==> config.mk <==
export PLATFORM = sky130hd
export DESIGN_NAME = rr_priority_arbiter
export DESIGN_NICKNAME = d
export VERILOG_FILES = /design/src/rtl/arb_pkg.sv /design/src/rtl/arb_pick.sv /design/src/rtl/rr_priority_arbiter.sv
export SDC_FILE = /design/constraint.sdc
export NUM_CORES = 1
export LEC_CHECK = 0
export BUFFER_PORTS_ARGS = -buffer_cell sky130_fd_sc_hd__buf_2
export CAP_MARGIN = 30
export CORE_AREA = 2 2 39 41
export CTS_CLUSTER_DIAMETER = 40
export DETAILED_ROUTE_END_ITERATION = 10
export DIE_AREA = 0 0 41 43
export PLACE_DENSITY = 0.77
export SYNTH_ARGS = -nofsm -noshare
export SYNTH_HDL_FRONTEND = slang
export SYNTH_SLANG_ARGS = --single-unit
==> constraint.sdc <==
create_clock -name clk -period 4.3 [get_ports clk]
set_input_delay 0.215 -clock clk [delete_from_list [all_inputs] [get_ports clk]]
set_output_delay 0.215 -clock clk [all_outputs]
set_load 0.005 [all_outputs]
==> src/rtl/arb_pkg.sv <==
// Shared types and constants for the N-way request arbiter.
package arb_pkg;

    typedef enum logic {
        IDLE  = 1'b0,
        OWNED = 1'b1
    } arb_state_e;

    localparam logic ARB_MODE_FIXED = 1'b0;
    localparam logic ARB_MODE_RR    = 1'b1;

endpackage : arb_pkg

==> src/rtl/arb_pick.sv <==
// Combinational rotate-and-priority-encode winner search over a masked
// request vector, starting at start_i and wrapping N_REQ-1 -> 0.
module arb_pick #(
    parameter int N_REQ = 4
) (
    input  logic [N_REQ-1:0]         req_i,
    input  logic [N_REQ-1:0]         mask_i,
    input  logic [$clog2(N_REQ)-1:0] start_i,
    output logic [$clog2(N_REQ)-1:0] idx_o,
    output logic                     found_o
);

    localparam int IDW = $clog2(N_REQ);
    localparam int SW  = IDW + 1;

    logic [N_REQ-1:0]   cand_s;
    logic [2*N_REQ-1:0] dbl_s;
    logic [N_REQ-1:0]   rot_s;
    logic [IDW-1:0]     off_s;
    logic [SW-1:0]      sum_s;

    assign cand_s = req_i & ~mask_i;
    assign dbl_s  = {cand_s, cand_s} >> start_i;
    assign rot_s  = dbl_s[N_REQ-1:0];

    // First set bit of the rotated vector is the offset from the start index.
    always_comb begin
        off_s   = '0;
        found_o = 1'b0;
        for (int k = 0; k < N_REQ; k++) begin
            if (!found_o && rot_s[k]) begin
                found_o = 1'b1;
                off_s   = IDW'(k);
            end else begin
                found_o = found_o;
            end
        end
    end

    // Map the rotated offset back to an absolute requester index.
    always_comb begin
        sum_s = {1'b0, start_i} + {1'b0, off_s};
        if (sum_s >= SW'(N_REQ)) begin
            idx_o = IDW'(sum_s - SW'(N_REQ));
        end else begin
            idx_o = IDW'(sum_s);
        end
    end

endmodule : arb_pick

==> src/rtl/rr_priority_arbiter.sv <==
// N-way arbiter with registered one-hot grant, fixed or round-robin policy.
// Define RR_PRIORITY_ARB_HOLD_TIMEOUT_EN to bound ownership to MAX_HOLD cycles.
module rr_priority_arbiter
    import arb_pkg::*;
#(
    parameter int N_REQ    = 4,
    parameter int MAX_HOLD = 8
) (
    input  logic                     clk,
    input  logic                     rst_n,
    input  logic                     mode,
    input  logic [N_REQ-1:0]         req,
    input  logic                     done,
    output logic [N_REQ-1:0]         grant,
    output logic                     grant_valid,
    output logic [$clog2(N_REQ)-1:0] grant_id
);

    localparam int IDW = $clog2(N_REQ);

    if (N_REQ < 2 || MAX_HOLD < 1) begin : g_bad_cfg
        $error("rr_priority_arbiter: N_REQ must be >= 2 and MAX_HOLD >= 1");
    end

    arb_state_e       state_q, state_d;
    logic [N_REQ-1:0] grant_q, grant_d;
    logic             valid_q, valid_d;
    logic [IDW-1:0]   id_q, id_d;
    logic [IDW-1:0]   ptr_q, ptr_d;

    logic             timeout_s;
    logic             release_s;
    logic             arb_s;
    logic [N_REQ-1:0] mask_s;
    logic [IDW-1:0]   start_s;
    logic [IDW-1:0]   win_s;
    logic             found_s;

`ifdef RR_PRIORITY_ARB_HOLD_TIMEOUT_EN
    localparam int HW = $clog2(MAX_HOLD + 1);
    logic [HW-1:0] hold_q, hold_d;

    assign timeout_s = (state_q == OWNED) && (hold_q == HW'(MAX_HOLD - 1));
`else
    assign timeout_s = 1'b0;
`endif

    // Any combination of release causes collapses into a single re-arbitration.
    assign release_s = (state_q == OWNED) && (!req[id_q] || done || timeout_s);
    assign arb_s     = (state_q == IDLE) || release_s;
    assign mask_s    = timeout_s ? grant_q : '0;
    assign start_s   = (mode == ARB_MODE_RR) ? ptr_q : '0;

    arb_pick #(
        .N_REQ (N_REQ)
    ) u_pick (
        .req_i   (req),
        .mask_i  (mask_s),
        .start_i (start_s),
        .idx_o   (win_s),
        .found_o (found_s)
    );

    // Next-state: load a winner directly on arbitration, otherwise hold.
    always_comb begin
        state_d = state_q;
        grant_d = grant_q;
        valid_d = valid_q;
        id_d    = id_q;
        ptr_d   = ptr_q;
`ifdef RR_PRIORITY_ARB_HOLD_TIMEOUT_EN
        hold_d  = hold_q;
`endif
        if (arb_s) begin
            if (found_s) begin
                state_d        = OWNED;
                grant_d        = '0;
                grant_d[win_s] = 1'b1;
                valid_d        = 1'b1;
                id_d           = win_s;
                ptr_d          = (win_s == IDW'(N_REQ - 1)) ? '0 : win_s + IDW'(1);
`ifdef RR_PRIORITY_ARB_HOLD_TIMEOUT_EN
                hold_d         = '0;
`endif
            end else begin
                state_d = IDLE;
                grant_d = '0;
                valid_d = 1'b0;
            end
        end else begin
`ifdef RR_PRIORITY_ARB_HOLD_TIMEOUT_EN
            hold_d  = hold_q + HW'(1);
`else
            state_d = state_q;
`endif
        end
    end

    // Grant, owner index and round-robin pointer registers.
    always_ff @(posedge clk or negedge rst_n) begin
        if (!rst_n) begin
            state_q <= IDLE;
            grant_q <= '0;
            valid_q <= 1'b0;
            id_q    <= '0;
            ptr_q   <= '0;
        end else begin
            state_q <= state_d;
            grant_q <= grant_d;
            valid_q <= valid_d;
            id_q    <= id_d;
            ptr_q   <= ptr_d;
        end
    end

`ifdef RR_PRIORITY_ARB_HOLD_TIMEOUT_EN
    // Ownership-length counter.
    always_ff @(posedge clk or negedge rst_n) begin
        if (!rst_n) begin
            hold_q <= '0;
        end else begin
            hold_q <= hold_d;
        end
    end
`endif

    assign grant       = grant_q;
    assign grant_valid = valid_q;
    assign grant_id    = id_q;

endmodule : rr_priority_arbiter

# Word-level counts from Yosys, hierarchy flattened
# Index checks and enable logic that the tools add are counted.
totals:
  word_cells: 42
  reg_bits: 9
  inputBits: 8
  out_inout_bits: 7
classes:
  n_addsub: 3
  shift: 1
  magnitude_cmp: 4
  eq_ne: 1
  n_mux: 16
  bitwise_logic: 1
  n_reduce_logical: 12
ops:
  columns: ["op", "n"]
  rows:
  - ["2-to-1 mux 2 bit", 5]
  - ["2-to-1 mux 1 bit", 8]
  - [">> shifter 8 x 2 -> 4 bit", 1]
  - ["less-than comparator 2 x 3 -> 1 bit, second input constant", 2]
  - ["logical AND 1 bit", 5]
  - ["logical NOT 1 bit", 4]
  - ["2-to-1 mux 4 bit", 1]
  - ["adder 2 x 2 -> 3 bit", 1]
  - [">= comparator 3 bit, second input constant", 1]
  - ["adder 2 x 1 -> 2 bit, second input constant", 1]
  - ["binary-select mux 1 bit (select 2 bit)", 1]
  - ["demux 1 bit (select 2 bit)", 1]
  - ["== test 2 bit, second input constant", 1]
  - [">= comparator 2 x 1 -> 1 bit, second input constant", 1]
  - ["logical OR 1 bit", 2]
  - ["AND reduction 2 bit", 1]
  - ["subtractor 2 x 1 -> 2 bit, second input constant", 1]
  - ["inverter 1 bit", 1]

# Depth between registers and ports, before layout
depth:
  depth_word: 20
  depth_mapped: 11
  ltp_nobuf: 11

# By module
# A second synthesis with hierarchy kept.
unflattened:
  cells_unflattened: 68
  area_unflattened_um2: 695.7
by_module_without_submodules:
  columns: ["module", "cells_each", "area_per_inst_um2", "seq_area_each_um2", "instances"]
  rows:
  - ["rr_priority_arbiter", 44, 501.7, 225.2, 1]
  - ["arb_pick", 24, 193.9, 0.0, 1]

# Least setup slack after synthesis
# OpenSTA, ideal clock, no wires.
synth_path:
  kind: "register to register"
  start: "register ptr_q[0]"
  end: "register ptr_q[1]"
  setup_ns: 0.125
  arrival_time_ns: 1.945
  stages_incl_launch_ff: 8
  setup_slack_ns: 2.230
  path_cell_list: "dfrtp_1 > and3_1 > a211o_1 > maj3_2 > xor2_2 > inv_1 > ha_1 > mux2_2"
synth_between:
  elab_chain_len: 17
synth_rtl:
  columns: ["element", "line_no", "rtl"]
  rows:
  - ["start: declaration", "rr_priority_arbiter.sv:29", "logic [IDW-1:0] ptr_q, ptr_d;"]
  - ["start signal: assignment", "rr_priority_arbiter.sv:112", "ptr_q <= ptr_d;"]
  - ["2-to-1 mux 2 bit (*)", "rr_priority_arbiter.sv:52", "assign start_s = (mode == ARB_MODE_RR) ? ptr_q : '0;"]
  - [">> shifter 8 x 2 -> 4 bit", "arb_pick.sv:23", "assign dbl_s = {cand_s, cand_s} >> start_i;"]
  - ["2-to-1 mux 1 bit", "arb_pick.sv:31", "if (!found_o && rot_s[k]) begin"]
  - ["logical NOT 1 bit", "arb_pick.sv:31", null]
  - ["logical AND 1 bit", "arb_pick.sv:31", null]
  - ["2-to-1 mux 1 bit", "arb_pick.sv:31", null]
  - ["logical NOT 1 bit", "arb_pick.sv:31", null]
  - ["logical AND 1 bit", "arb_pick.sv:31", null]
  - ["[... 2 more ...]", null, null]
  - ["logical AND 1 bit", "arb_pick.sv:31", null]
  - ["2-to-1 mux 2 bit", "arb_pick.sv:31", null]
  - ["adder 2 x 2 -> 3 bit (*)", "arb_pick.sv:42", "sum_s = {1'b0, start_i} + {1'b0, off_s};"]
  - [">= comparator 3 bit / subtractor 2 x 1 -> 2 bit (equally long branches)", "arb_pick.sv:43, arb_pick.sv:44", null]
  - ["2-to-1 mux 2 bit (*)", "arb_pick.sv:43", "if (sum_s >= SW'(N_REQ)) begin"]
  - ["via u_pick.idx_o[1]", "arb_pick.sv:9", "output logic [$clog2(N_REQ)-1:0] idx_o,"]
  - ["adder 2 x 1 -> 2 bit / == test 2 bit (equally long branches)", "rr_priority_arbiter.sv:81", "ptr_d = (win_s == IDW'(N_REQ - 1)) ? '0 : win_s + IDW'(1);"]
  - ["2-to-1 mux 2 bit (*)", "rr_priority_arbiter.sv:81", null]
# The timed path passes the listed nets; every way through them passes the cells marked *.
# A chain may end at the register's enable or synchronous reset.

# Worst setup path after layout
layout_path:
  start: "register ptr_q[1]"
  end: "register ptr_q[0]"
layout_between:
  elab_chain_len: 17
layout_rtl:
  columns: ["element", "line_no"]
  rows:
  - ["2-to-1 mux 2 bit (*)", "rr_priority_arbiter.sv:52"]
  - [">> shifter 8 x 2 -> 4 bit", "arb_pick.sv:23"]
  - ["2-to-1 mux 1 bit", "arb_pick.sv:31"]
  - ["logical NOT 1 bit", "arb_pick.sv:31"]
  - ["logical AND 1 bit", "arb_pick.sv:31"]
  - ["2-to-1 mux 1 bit", "arb_pick.sv:31"]
  - ["logical NOT 1 bit", "arb_pick.sv:31"]
  - ["logical AND 1 bit", "arb_pick.sv:31"]
  - ["[... 2 more ...]", null]
  - ["logical AND 1 bit", "arb_pick.sv:31"]
  - ["2-to-1 mux 2 bit", "arb_pick.sv:31"]
  - ["adder 2 x 2 -> 3 bit (*)", "arb_pick.sv:42"]
  - [">= comparator 3 bit / subtractor 2 x 1 -> 2 bit (equally long branches)", "arb_pick.sv:43, arb_pick.sv:44"]
  - ["2-to-1 mux 2 bit (*)", "arb_pick.sv:43"]
  - ["via u_pick.idx_o[1]", "arb_pick.sv:9"]
  - ["== test 2 bit (*)", "rr_priority_arbiter.sv:81"]
  - ["2-to-1 mux 2 bit (*)", "rr_priority_arbiter.sv:81"]
# Marked as above.

==> results.cfg <==
[clocking]
root_buffer = clkbuf_4
clock_sinks = 9
clk_latency_ps = 260
numCtsBuffers = 3
clk_pin_slew_worst_paths_ps = 60
cts-resized-gates = 0
cts_buffer_depth = 2
cts_tree = done
cts.htree.levels = 1

[power_and_ir_drop]
clkPwrFrac_pct = 15.4
seqPwrFrac_pct = 36.8
power.density_mw_per_mm2 = 589
p_int_mw = 0.255
leakagePower_nw = 0.351
power_switching_mw = 0.158
ir_drop_uv = 307
switching_share_pct = 38.3
combinationalPowerShare_pct = 47.8

[critical_path]
r2r-start = ptr_q[1]
rrSetupSlack_ps = 2020
ff2ff_path_depth = 10
end_kind = register
cp_max_fo = 5
path_class = register to register
r2r-end = ptr_q[0]
startpoint_type = register
worstPathRequired_ps = 4450
worstPathArrival_ps = 2430

[route]
postRouteAntennaNets = 0
wirelength_um = 1130
drt_iter0_markers = 8
drtPass1Iterations = 4
via_per_inst = 5.35
via_count = 487
drt-wirelength-per-cell_um = 12.4
route.detailed.drc = 0

[synthesis]
yosys.area.top_type = dfrtp_1
synth_top_family_by_area = compound AO/OA/AOI/OAI gates
synth_edf_count = 0
synth_nets = 67
synth.distinct_cells = 26
synth_mux_area_share_pct = 7.39
synthXorXnorAreaFrac_pct = 2.83
synthTopCellsByArea = dfrtp_1 (39%), ha_1 (6.5%), a2111oi_4 (4.8%), nand2_1 (4.6%), inv_1 (3.9%)
synthTopCellsByCount = dfrtp_1 (9), nand2_1 (7), inv_1 (6)
async_flop_share_pct = 100
yosysWarnings = 0
ys_seq_area_share_pct = 39.1
syn_area_per_cell_um2 = 10.3
ys.flop_type = dfrtp_1
syn_area_um2 = 576
ys_ff_latch = 9
synth_compound_area_share_pct = 23.3
synthSimpleGateAreaFrac_pct = 15.0
synthCells = 56
yosysMostFrequentCell = dfrtp_1
yosys.area_share.adder_pct = 8.48
synth_top_area_share_pct = 39.1

[finish]
final_layout_size_suffix_gt1_share_pct = 33.3
syn2layout_area_growth_pct = 22.0
fillCellCount = 135
nNetsFinal = 87
num_antenna_cells = 0

[sta]
slew_headroom_pct = 41.3
fmax_mhz = 439
clock_skew_ps = 0.829
setup_ws_ps = 2020
rsz0062_at_grt = no
finalSetupTns_ps = 0
finalCritPeriodShare_pct = 52.9
setup_viol = 0
hold_viol_final = 0
drv_slew = 0
worstMarginPinSlew_ps = 872
holdWs_ps = 306
final.min_clock_period_ps = 2280

[global_route]
grt_usage_pct = 15.5
grt_pass1_wl_um = 1820
grt-ovfl-total = 0
grt_pass1_vias = 443
grt_max_degree = 11
antenna_found_initial = 0

[die]
dieArea_mm2 = 0.00176
die_w_um = 41
start_util_pct = 41.6
num_rows = 14
io_pins = 15
dieHeight_um = 43
fp.coreArea_mm2 = 0.00138

[placed_design]
portBuffers = 14
place_congestion = 0.759
dp_worst_setup_slack_ps = 2040
place_hpwl_um = 860

[hold_path]
hold_start = done
hold_end = grant[0]
min_path_type = input port to register
hold_depth = 4

[flow_run]
maxCapViolCount = 0

[outcome]
status = finished clean
==> layer usage <==
metal  global-route usage, %  vias up  part of all wire (%)
li1                        -      246                     -
met1                    21.8      222                    49
met2                    20.9       17                    44
met3                    3.14        2                   5.4
met4                    10.0        0                   2.0
met5                       0        -                     0
==> power groups by stage <==
stage / Sequential, mW / Combinational [mW] / Clock [mW]
final: 0.152 / 0.197 / 0.0638
after global routing: 0.156 / 0.226 / 0.0715
after CTS: 0.152 / 0.200 / 0.0668
after detailed placement: 0.153 / 0.198 / 0
after global placement: 0.151 / 0.195 / 0
after floorplan: 0.151 / 0.138 / 0
==> flip-flops by register name, indices dropped and copies added (netlist names) <==
| signal | flops |
|---|---|
| grant | 4 |
| grant_valid | 1 |
| ptr_q | 2 |
| grant_id | 2 |
==> critical path, cell delays in order (launching register included) <==
cell	delay, ps
dfrtp_1	400
nand3_1	90
a21oi_1	150
nor2_1	50
a311oi_1	260
a21oi_1	70
ha_1	220
xor2_2	280
inv_1	80
ha_1	220
o41ai_1	340
==> cells by family (layout without fill, tap and decap cells) <==
group           Yosys count  count (layout)
fa+ha+maj                 4               4
simple gates             17              17
mux                       4               4
compound gates           15              15
buf+inv                   6              25
flops                     9               9
xor+xnor                  1               1
==> final cells by class <==
cell class	count	area (um2)	area share (%)
well taps	16	20.0	2.85
repair buffers	15	80.1	11.4
clock buffers	4	26.3	3.74
inverters	6	22.5	3.21
multi-input cells	41	328	46.7
flip-flops and latches	9	225	32.1
==> how the worst max path moves through the flow <==
stage / from / to
global placement: req[0] / ptr_q[0]
global route: ptr_q[1] / ptr_q[0]
CTS: ptr_q[1] / ptr_q[0]
finish: ptr_q[1] / ptr_q[0]
detailed placement: ptr_q[1] / ptr_q[0]
floorplan: ptr_q[0] / ptr_q[1]
==> cells in the final DEF, fill, tap and decap left out, types with 2 or more instances in the layout <==
cell      instances
mux2i_1           2
a211oi_1          2
mux2_2            2
dfrtp_1           9
nand2_1           7
nor2b_1           2
a21oi_1           3
clkbuf_4          3
buf_2            14
and3_1            2
ha_1              3
inv_1             6
o21ai_0           3
==> what timing repair did <==
action | 4_1_cts | 5_1_grt
endpoints found under the hold margin | 9 | 0
hold buffers | 1 | 0
buffers inserted | 0 | 0
==> metrics by stage <==
step,power (mW),instances,utilization [%],area [um2]
3_5_place_dp,0.351,86,48.1,666
5_1_grt,0.454,91,50.7,702
4_1_cts,0.419,91,50.7,702
6_report,0.413,91,50.7,702
2_1_floorplan,0.290,56,-,576
3_3_place_gp,0.346,86,48.1,666
Power figures use the tool's default switching activity.
